File: config.mk
export PLATFORM = sky130hd
export DESIGN_NAME = dmem_arbiter
export DESIGN_NICKNAME = d
export VERILOG_FILES = /design/src/rtl/dmem_pkg.sv /design/src/rtl/dmem_arb_pick.sv /design/src/rtl/dmem_arbiter.sv
export SDC_FILE = /design/constraint.sdc
export NUM_CORES = 1
export LEC_CHECK = 0
export ABC_AREA = 1
export CAP_MARGIN = 20
export CORE_MARGIN = 1
export CORE_UTILIZATION = 41
export DETAILED_ROUTE_END_ITERATION = 10
export PLACE_DENSITY = 0.8
export SYNTH_ARGS = -nofsm -noshare
export SYNTH_HDL_FRONTEND = slang
export SYNTH_SLANG_ARGS = --single-unit
File: constraint.sdc
create_clock -name clk -period 2.2 [get_ports clk]
set_clock_uncertainty 0.2 [all_clocks]
set_input_delay 0.44 -clock clk [delete_from_list [all_inputs] [get_ports clk]]
set_output_delay 0.44 -clock clk [all_outputs]
set_load 0.05 [all_outputs]
File: src/rtl/dmem_pkg.sv
// -----------------------------------------------------------------------------
// dmem_pkg
// Shared definitions for the data-memory arbiter:
//   - funct3 access-size codes (LS_B, LS_H, LS_W, LS_BU, LS_HU)
//   - IDLE_CODE, the "no access" control code on both memory control buses
//   - state_e, the arbiter sequencing states
//   - access_legal(), the alignment / encoding check on a latched request
// -----------------------------------------------------------------------------
package dmem_pkg;

    localparam logic [2:0] LS_B      = 3'b000;
    localparam logic [2:0] LS_H      = 3'b001;
    localparam logic [2:0] LS_W      = 3'b010;
    localparam logic [2:0] LS_BU     = 3'b100;
    localparam logic [2:0] LS_HU     = 3'b101;

    localparam logic [2:0] IDLE_CODE = 3'b111;

    typedef enum logic {
        IDLE   = 1'b0,
        ACCESS = 1'b1
    } state_e;

    // 1 when the access may be forwarded to memory. Unsigned sizes are
    // load-only; halfwords need even addresses, words need 4-byte alignment.
    function automatic logic access_legal(input logic [2:0] funct3,
                                          input logic       we,
                                          input logic [1:0] addr_lo);
        logic ok;
        case (funct3)
            LS_B:    ok = 1'b1;
            LS_H:    ok = ~addr_lo[0];
            LS_W:    ok = (addr_lo == 2'b00);
            LS_BU:   ok = ~we;
            LS_HU:   ok = ~we & ~addr_lo[0];
            default: ok = 1'b0;
        endcase
        return ok;
    endfunction

endpackage

File: src/rtl/dmem_arb_pick.sv
// -----------------------------------------------------------------------------
// dmem_arb_pick
// Pure combinational winner selection between two requesters.
// Build option: DMEM_ARB_ROUND_ROBIN_EN
//   defined   : on contention the port named by ptr (the one not granted
//               last) wins.
//   undefined : port 0 wins unless the consecutive-grant counter has reached
//               MAX_CONSEC, in which case port 1 wins.
// Ports:
//   req     in  2   request bits, [0] = port 0, [1] = port 1
//   ptr     in  1   preferred port on contention (round-robin build)
//   cnt     in  4   back-to-back port-0 grants while port 1 waited (fixed build)
//   winner  out 1   index of the selected port
//   valid   out 1   at least one request present
// -----------------------------------------------------------------------------
module dmem_arb_pick #(
    parameter logic [3:0] MAX_CONSEC = 4'd4
) (
    input  logic [1:0] req,
`ifdef DMEM_ARB_ROUND_ROBIN_EN
    input  logic       ptr,
`else
    input  logic [3:0] cnt,
`endif
    output logic       winner,
    output logic       valid
);

    // Winner selection; a lone requester always wins.
    always_comb begin
        valid  = req[0] | req[1];
        winner = 1'b0;
        if (req == 2'b11) begin
`ifdef DMEM_ARB_ROUND_ROBIN_EN
            winner = ptr;
`else
            if (cnt == MAX_CONSEC) begin
                winner = 1'b1;
            end else begin
                winner = 1'b0;
            end
`endif
        end else if (req[1]) begin
            winner = 1'b1;
        end else begin
            winner = 1'b0;
        end
    end

endmodule

File: src/rtl/dmem_arbiter.sv
// -----------------------------------------------------------------------------
// dmem_arbiter
// Two-port arbiter/sequencer in front of the byte-addressable 32-bit data
// memory. Port 0 = core load/store unit, port 1 = debug/program loader.
// A granted request is latched in IDLE, checked and issued to memory in a
// single ACCESS cycle, and answered with a registered rvalid/rdata/err pulse
// on the following cycle. Illegal accesses never drive memory controls.
// Build option: DMEM_ARB_ROUND_ROBIN_EN selects round-robin arbitration
// instead of fixed priority with the MAX_CONSEC starvation guard.
// Ports:
//   clk, rst                 clock, synchronous active-high reset
//   pN_req/we/funct3/addr/wdata   request from port N (held until pN_gnt)
//   pN_gnt                   one-cycle combinational grant
//   pN_rvalid/rdata/err      registered response
//   mem_ReadControl/WriteControl/Address/WriteData   memory drive
//   mem_ReadData             combinational read data from memory
// -----------------------------------------------------------------------------
module dmem_arbiter #(
    parameter int         ADDR_W     = 8,
    parameter int         MAX_CONSEC = 4,
    parameter logic [2:0] IDLE_CODE  = dmem_pkg::IDLE_CODE
) (
    input  logic              clk,
    input  logic              rst,
    input  logic              p0_req,
    input  logic              p0_we,
    input  logic [2:0]        p0_funct3,
    input  logic [ADDR_W-1:0] p0_addr,
    input  logic [31:0]       p0_wdata,
    input  logic              p1_req,
    input  logic              p1_we,
    input  logic [2:0]        p1_funct3,
    input  logic [ADDR_W-1:0] p1_addr,
    input  logic [31:0]       p1_wdata,
    output logic              p0_gnt,
    output logic              p1_gnt,
    output logic              p0_rvalid,
    output logic              p1_rvalid,
    output logic [31:0]       p0_rdata,
    output logic [31:0]       p1_rdata,
    output logic              p0_err,
    output logic              p1_err,
    output logic [2:0]        mem_ReadControl,
    output logic [2:0]        mem_WriteControl,
    output logic [ADDR_W-1:0] mem_Address,
    output logic [31:0]       mem_WriteData,
    input  logic [31:0]       mem_ReadData
);
    import dmem_pkg::*;

    state_e            state_r;
    state_e            next_state_s;
    logic              grant_s;
    logic              winner_s;
    logic              pick_valid_s;
    logic              legal_s;
    logic [2:0]        rd_ctrl_s;
    logic [2:0]        wr_ctrl_s;
    logic [31:0]       resp_data_s;

    // Latched request
    logic              port_r;
    logic              we_r;
    logic [2:0]        funct3_r;
    logic [ADDR_W-1:0] addr_r;
    logic [31:0]       wdata_r;

    // Registered responses
    logic              p0_rvalid_r;
    logic              p1_rvalid_r;
    logic [31:0]       p0_rdata_r;
    logic [31:0]       p1_rdata_r;
    logic              p0_err_r;
    logic              p1_err_r;

`ifdef DMEM_ARB_ROUND_ROBIN_EN
    logic              ptr_r;

    dmem_arb_pick u_pick (
        .req    ({p1_req, p0_req}),
        .ptr    (ptr_r),
        .winner (winner_s),
        .valid  (pick_valid_s)
    );
`else
    localparam logic [3:0] MAX_CONSEC_C = MAX_CONSEC[3:0];
    logic [3:0]        cnt_r;

    dmem_arb_pick #(
        .MAX_CONSEC (MAX_CONSEC_C)
    ) u_pick (
        .req    ({p1_req, p0_req}),
        .cnt    (cnt_r),
        .winner (winner_s),
        .valid  (pick_valid_s)
    );
`endif

    assign legal_s       = access_legal(funct3_r, we_r, addr_r[1:0]);
    assign resp_data_s   = (legal_s && !we_r) ? mem_ReadData : 32'd0;
    assign mem_Address   = addr_r;
    assign mem_WriteData = wdata_r;
    assign p0_rvalid     = p0_rvalid_r;
    assign p1_rvalid     = p1_rvalid_r;
    assign p0_rdata      = p0_rdata_r;
    assign p1_rdata      = p1_rdata_r;
    assign p0_err        = p0_err_r;
    assign p1_err        = p1_err_r;

    // State register
    always_ff @(posedge clk) begin
        if (rst) begin
            state_r <= IDLE;
        end else begin
            state_r <= next_state_s;
        end
    end

    // Next-state, grant and memory-control decode
    always_comb begin
        next_state_s = state_r;
        grant_s      = 1'b0;
        rd_ctrl_s    = IDLE_CODE;
        wr_ctrl_s    = IDLE_CODE;
        case (state_r)
            IDLE: begin
                if (pick_valid_s) begin
                    grant_s      = 1'b1;
                    next_state_s = ACCESS;
                end else begin
                    next_state_s = IDLE;
                end
            end
            ACCESS: begin
                next_state_s = IDLE;
                if (legal_s && we_r) begin
                    wr_ctrl_s = funct3_r;
                end else if (legal_s) begin
                    rd_ctrl_s = funct3_r;
                end else begin
                    rd_ctrl_s = IDLE_CODE;
                    wr_ctrl_s = IDLE_CODE;
                end
            end
            default: begin
                next_state_s = IDLE;
            end
        endcase
    end

    // Reset overrides grants and memory controls so nothing is written while
    // rst is high, even mid-access.
    always_comb begin
        if (rst) begin
            p0_gnt           = 1'b0;
            p1_gnt           = 1'b0;
            mem_ReadControl  = IDLE_CODE;
            mem_WriteControl = IDLE_CODE;
        end else begin
            p0_gnt           = grant_s & ~winner_s;
            p1_gnt           = grant_s & winner_s;
            mem_ReadControl  = rd_ctrl_s;
            mem_WriteControl = wr_ctrl_s;
        end
    end

    // Capture the winning request's fields at grant
    always_ff @(posedge clk) begin
        if (rst) begin
            port_r   <= 1'b0;
            we_r     <= 1'b0;
            funct3_r <= 3'b000;
            addr_r   <= '0;
            wdata_r  <= 32'd0;
        end else if (grant_s) begin
            port_r   <= winner_s;
            we_r     <= winner_s ? p1_we     : p0_we;
            funct3_r <= winner_s ? p1_funct3 : p0_funct3;
            addr_r   <= winner_s ? p1_addr   : p0_addr;
            wdata_r  <= winner_s ? p1_wdata  : p0_wdata;
        end
    end

    // Response registers: one rvalid pulse to the owner after ACCESS
    always_ff @(posedge clk) begin
        if (rst) begin
            p0_rvalid_r <= 1'b0;
            p1_rvalid_r <= 1'b0;
            p0_rdata_r  <= 32'd0;
            p1_rdata_r  <= 32'd0;
            p0_err_r    <= 1'b0;
            p1_err_r    <= 1'b0;
        end else begin
            p0_rvalid_r <= 1'b0;
            p1_rvalid_r <= 1'b0;
            if (state_r == ACCESS) begin
                if (port_r == 1'b0) begin
                    p0_rvalid_r <= 1'b1;
                    p0_rdata_r  <= resp_data_s;
                    p0_err_r    <= ~legal_s;
                end else begin
                    p1_rvalid_r <= 1'b1;
                    p1_rdata_r  <= resp_data_s;
                    p1_err_r    <= ~legal_s;
                end
            end
        end
    end

`ifdef DMEM_ARB_ROUND_ROBIN_EN
    // Pointer names the port that did not win the most recent grant
    always_ff @(posedge clk) begin
        if (rst) begin
            ptr_r <= 1'b0;
        end else if (grant_s) begin
            ptr_r <= ~winner_s;
        end
    end
`else
    // Counts port-0 grants taken while port 1 is waiting; any port-1 grant or
    // a quiet port 1 restarts the count.
    always_ff @(posedge clk) begin
        if (rst) begin
            cnt_r <= 4'd0;
        end else if (!p1_req || p1_gnt) begin
            cnt_r <= 4'd0;
        end else if (p0_gnt) begin
            cnt_r <= cnt_r + 4'd1;
        end
    end
`endif

endmodule

==> results.toml <==
[outcome]
status = "finished, final reports clean"

[timing]
whs_ns = 0.2416
relSlewSlack_pct = 63.34
setup_viol = 0
fin_crit_ns = 2.163
fin_crit_sh_pct = 98.33
maxSlewViolCount = 0
finalHoldViolCount = 0
worst_slew_pin_slew_ns = 0.5490
max_freq_mhz = 462.3

[clock_tree]
ctsRootBufferMaster = "clkbuf_16"
numClockSinks = 118
cts.htree.levels = 4
numCtsBuffers = 17
clk_pin_slew_worst_paths_ns = 0.05
clockBufferDepth = 2
clk_latency_ns = 0.40
cts_tree = "yes"
cts_hold_buf = 0

[final_layout]
area_delta_synth_final_pct = 66.05
n_fill_cell = 990
most-common-layout-cells = "clkdlybuf4s50_1 (126), dfxtp_1 (115), o21ai_0 (106)"
final_nets = 1012
drive_gt1_share_pct = 10.79
num_antenna_cells = 0
mostFrequentLayoutCell = "clkdlybuf4s50_1"
utilization_pct = 69.66

[placement]
io_buffers = 239
place.gp.congestion = 0.7912
dp_hpwl_um = 10130

[grt]
grt_max_degree = 88
grt_overflow = 0
antenna_found_initial = 1
grt_util_all_layers_pct = 24.23
grt_pass1_wl_um = 24470
grt_pass1_vias = 4896

[power]
power.internal_mw = 4.782
swShare_pct = 30.38
power_frac_clock_pct = 41.4
powerDensity_nw_per_um2 = 821.0
power.leakage_nw = 4.407
ir_drop_uv = 546.7
pwr-share-seq_pct = 34.6
comb_power_share_pct = 24.0
switchingPower_mw = 2.087

[logic_synthesis]
ys_warn_count = 0
syn_avg_cell_area_um2 = 7.554
synth_cell_types = 21
synth-seq-cells = 118
syn_nets = 793
ys_seq_area_share_pct = 46.88
netlist_area_um2 = 5039
syn_inst = 667

[route]
drc = 0
routedWlPerCell_um = 14.90
drtIter0Drc = 490
vias_per_cell = 5.197
ant_nets = 0
via_count = 5436
dr.pass1.iters = 5
drt_wl_total_um = 15590

[worst_setup_path]
cpMaxStageDelayCell = "clkdlybuf4s50_1"
ff2ff_setup_slack_ns = 0.25
worst-path-max-fanout = 2
path_buf_inv = 1
rr_endpoint = "mem_WriteData[20]"
cp_cell_sequence = "clkdlybuf4s50_1"
crit_family = "buffers and inverters"
cp.arrival_ns = 1.52
worst-setup-path-type = "register to primary output"
start_kind = "register"
crit_required_ns = 1.56
r2r_start = "cnt_r[0]"
end_kind = "primary output"
max_stage_delay_ns = 0.81
ff2ff_path_depth = 10

[min_path]
hold_class = "primary input to register"
min_from = "p1_req"
worstHoldEndpoint = "port_r"
worstHoldPathCells = 3

[die]
dieArea_um2 = 12740
die_h_um = 112.9
fp.dieW_um = 112.9
ioPinCount = 240
rows = 40
core_um2 = 12010
initial_core_util_pct = 41.95

[flow_run]
cap_viol_max_count = 0
-- per-stage QoR --
| stage | cell area [µm²] | std cells | TNS [ns] | setup slack, ns | total power, mW |
|---|---|---|---|---|---|
| after floorplan | 5041 | 667 | 0 | 0.1230 | 3.418 |
| after global placement | 7532 | 1010 | -0.5987 | -0.1504 | 4.068 |
| after detailed placement | 7532 | 1010 | -0.6175 | -0.1414 | 4.077 |
| after CTS | 8197 | 1045 | -0.004677 | -0.004677 | 6.923 |
| after global routing | 8367 | 1046 | -0.0006553 | -0.0006553 | 7.163 |
| final | 8367 | 1046 | 0 | 0.03682 | 6.870 |
-- state kept, by name (all words and copies together), names as in the netlist --
| name | flops |
|---|---|
| cnt_r | 4 |
| funct3_r | 3 |
| mem_Address | 8 |
| mem_WriteData | 32 |
| p0_err | 1 |
| p0_rdata | 32 |
| p0_rvalid | 1 |
| p1_err | 1 |
| p1_rdata | 32 |
| p1_rvalid | 1 |
| port_r | 1 |
| state_r | 1 |
| we_r | 1 |
-- how the worst max path moves through the flow --
stage,start,end,depth (start not counted)
finish,p0_rdata[26],p0_rdata[26],1
detailed placement,rst,mem_WriteControl[2],6
global route,p0_rdata[6],p0_rdata[6],1
CTS,p0_req,p0_gnt,6
global placement,rst,mem_WriteControl[2],6
floorplan,mem_Address[0],mem_ReadControl[0],5
-- logic make-up (layout without fill, tap and decap cells) --
group	after synthesis	after routing	share of synthesized area [%]
buffers and inverters	71	303	6.605
XOR/XNOR	1	1	0.1739
AND/OR/NAND/NOR	249	249	21.13
AO/OA/AOI/OAI	226	226	24.71
adder cells (fa/ha/maj)	2	2	0.4966
flip-flops	118	118	46.88
-- cells in the mapped netlist, drive strengths merged --
cell type | count | area, µm²
dfxtp | 118 | 2362
a21boi | 44 | 330.3
nand3b | 2 | 15.01
xor2 | 1 | 8.760
o21ai | 111 | 559.3
clkbuf | 33 | 123.9
nand4 | 1 | 6.260
nor2 | 97 | 364.1
clkinv | 1 | 3.750
inv | 9 | 33.79
nand2 | 59 | 229.0
a21oi | 71 | 355.3
buf | 28 | 171.4
nand3 | 90 | 450.4
ha | 2 | 25.02
-- power by group through the flow --
stage / combinational (mW) / sequential [mW] / clock (mW)
final: 1.65 / 2.38 / 2.85
after global routing: 1.76 / 2.39 / 3.01
after CTS: 1.65 / 2.38 / 2.90
after detailed placement: 1.66 / 2.42 / 0
after global placement: 1.65 / 2.42 / 0
after floorplan: 0.509 / 2.91 / 0
-- per-layer routing --
layer  vias to the layer above  track usage [%]  wire [µm]  part of all wire [%]
li1                       2724                -          -                     -
met1                      2451            29.68       6507                    42
met2                       244            39.84       7415                    48
met3                        15            8.945       1460                   9.4
met4                         2            7.193        192                   1.2
met5                         -                0         13                 0.083
-- timing repair --
action                                  CTS  global route
resized for setup                        47            65
pin swaps                                 3             2
setup buffers                             3             1
endpoints found under the setup margin   36            64
-- area by class of cell --
class                           instances  area [µm²]  share of cell area, %
Timing Repair Buffer                  261        2759                  32.97
Multi-Input combinational cell        478        2401                  28.70
Sequential cell                       118        2366                  28.28
Clock buffer                           21       470.5                  5.623
Tap cell                              147       183.9                  2.198
Clock inverter                         11       148.9                  1.780
Inverter                               10       37.54                 0.4486
No activity file was read; power rests on OpenSTA's default activity.
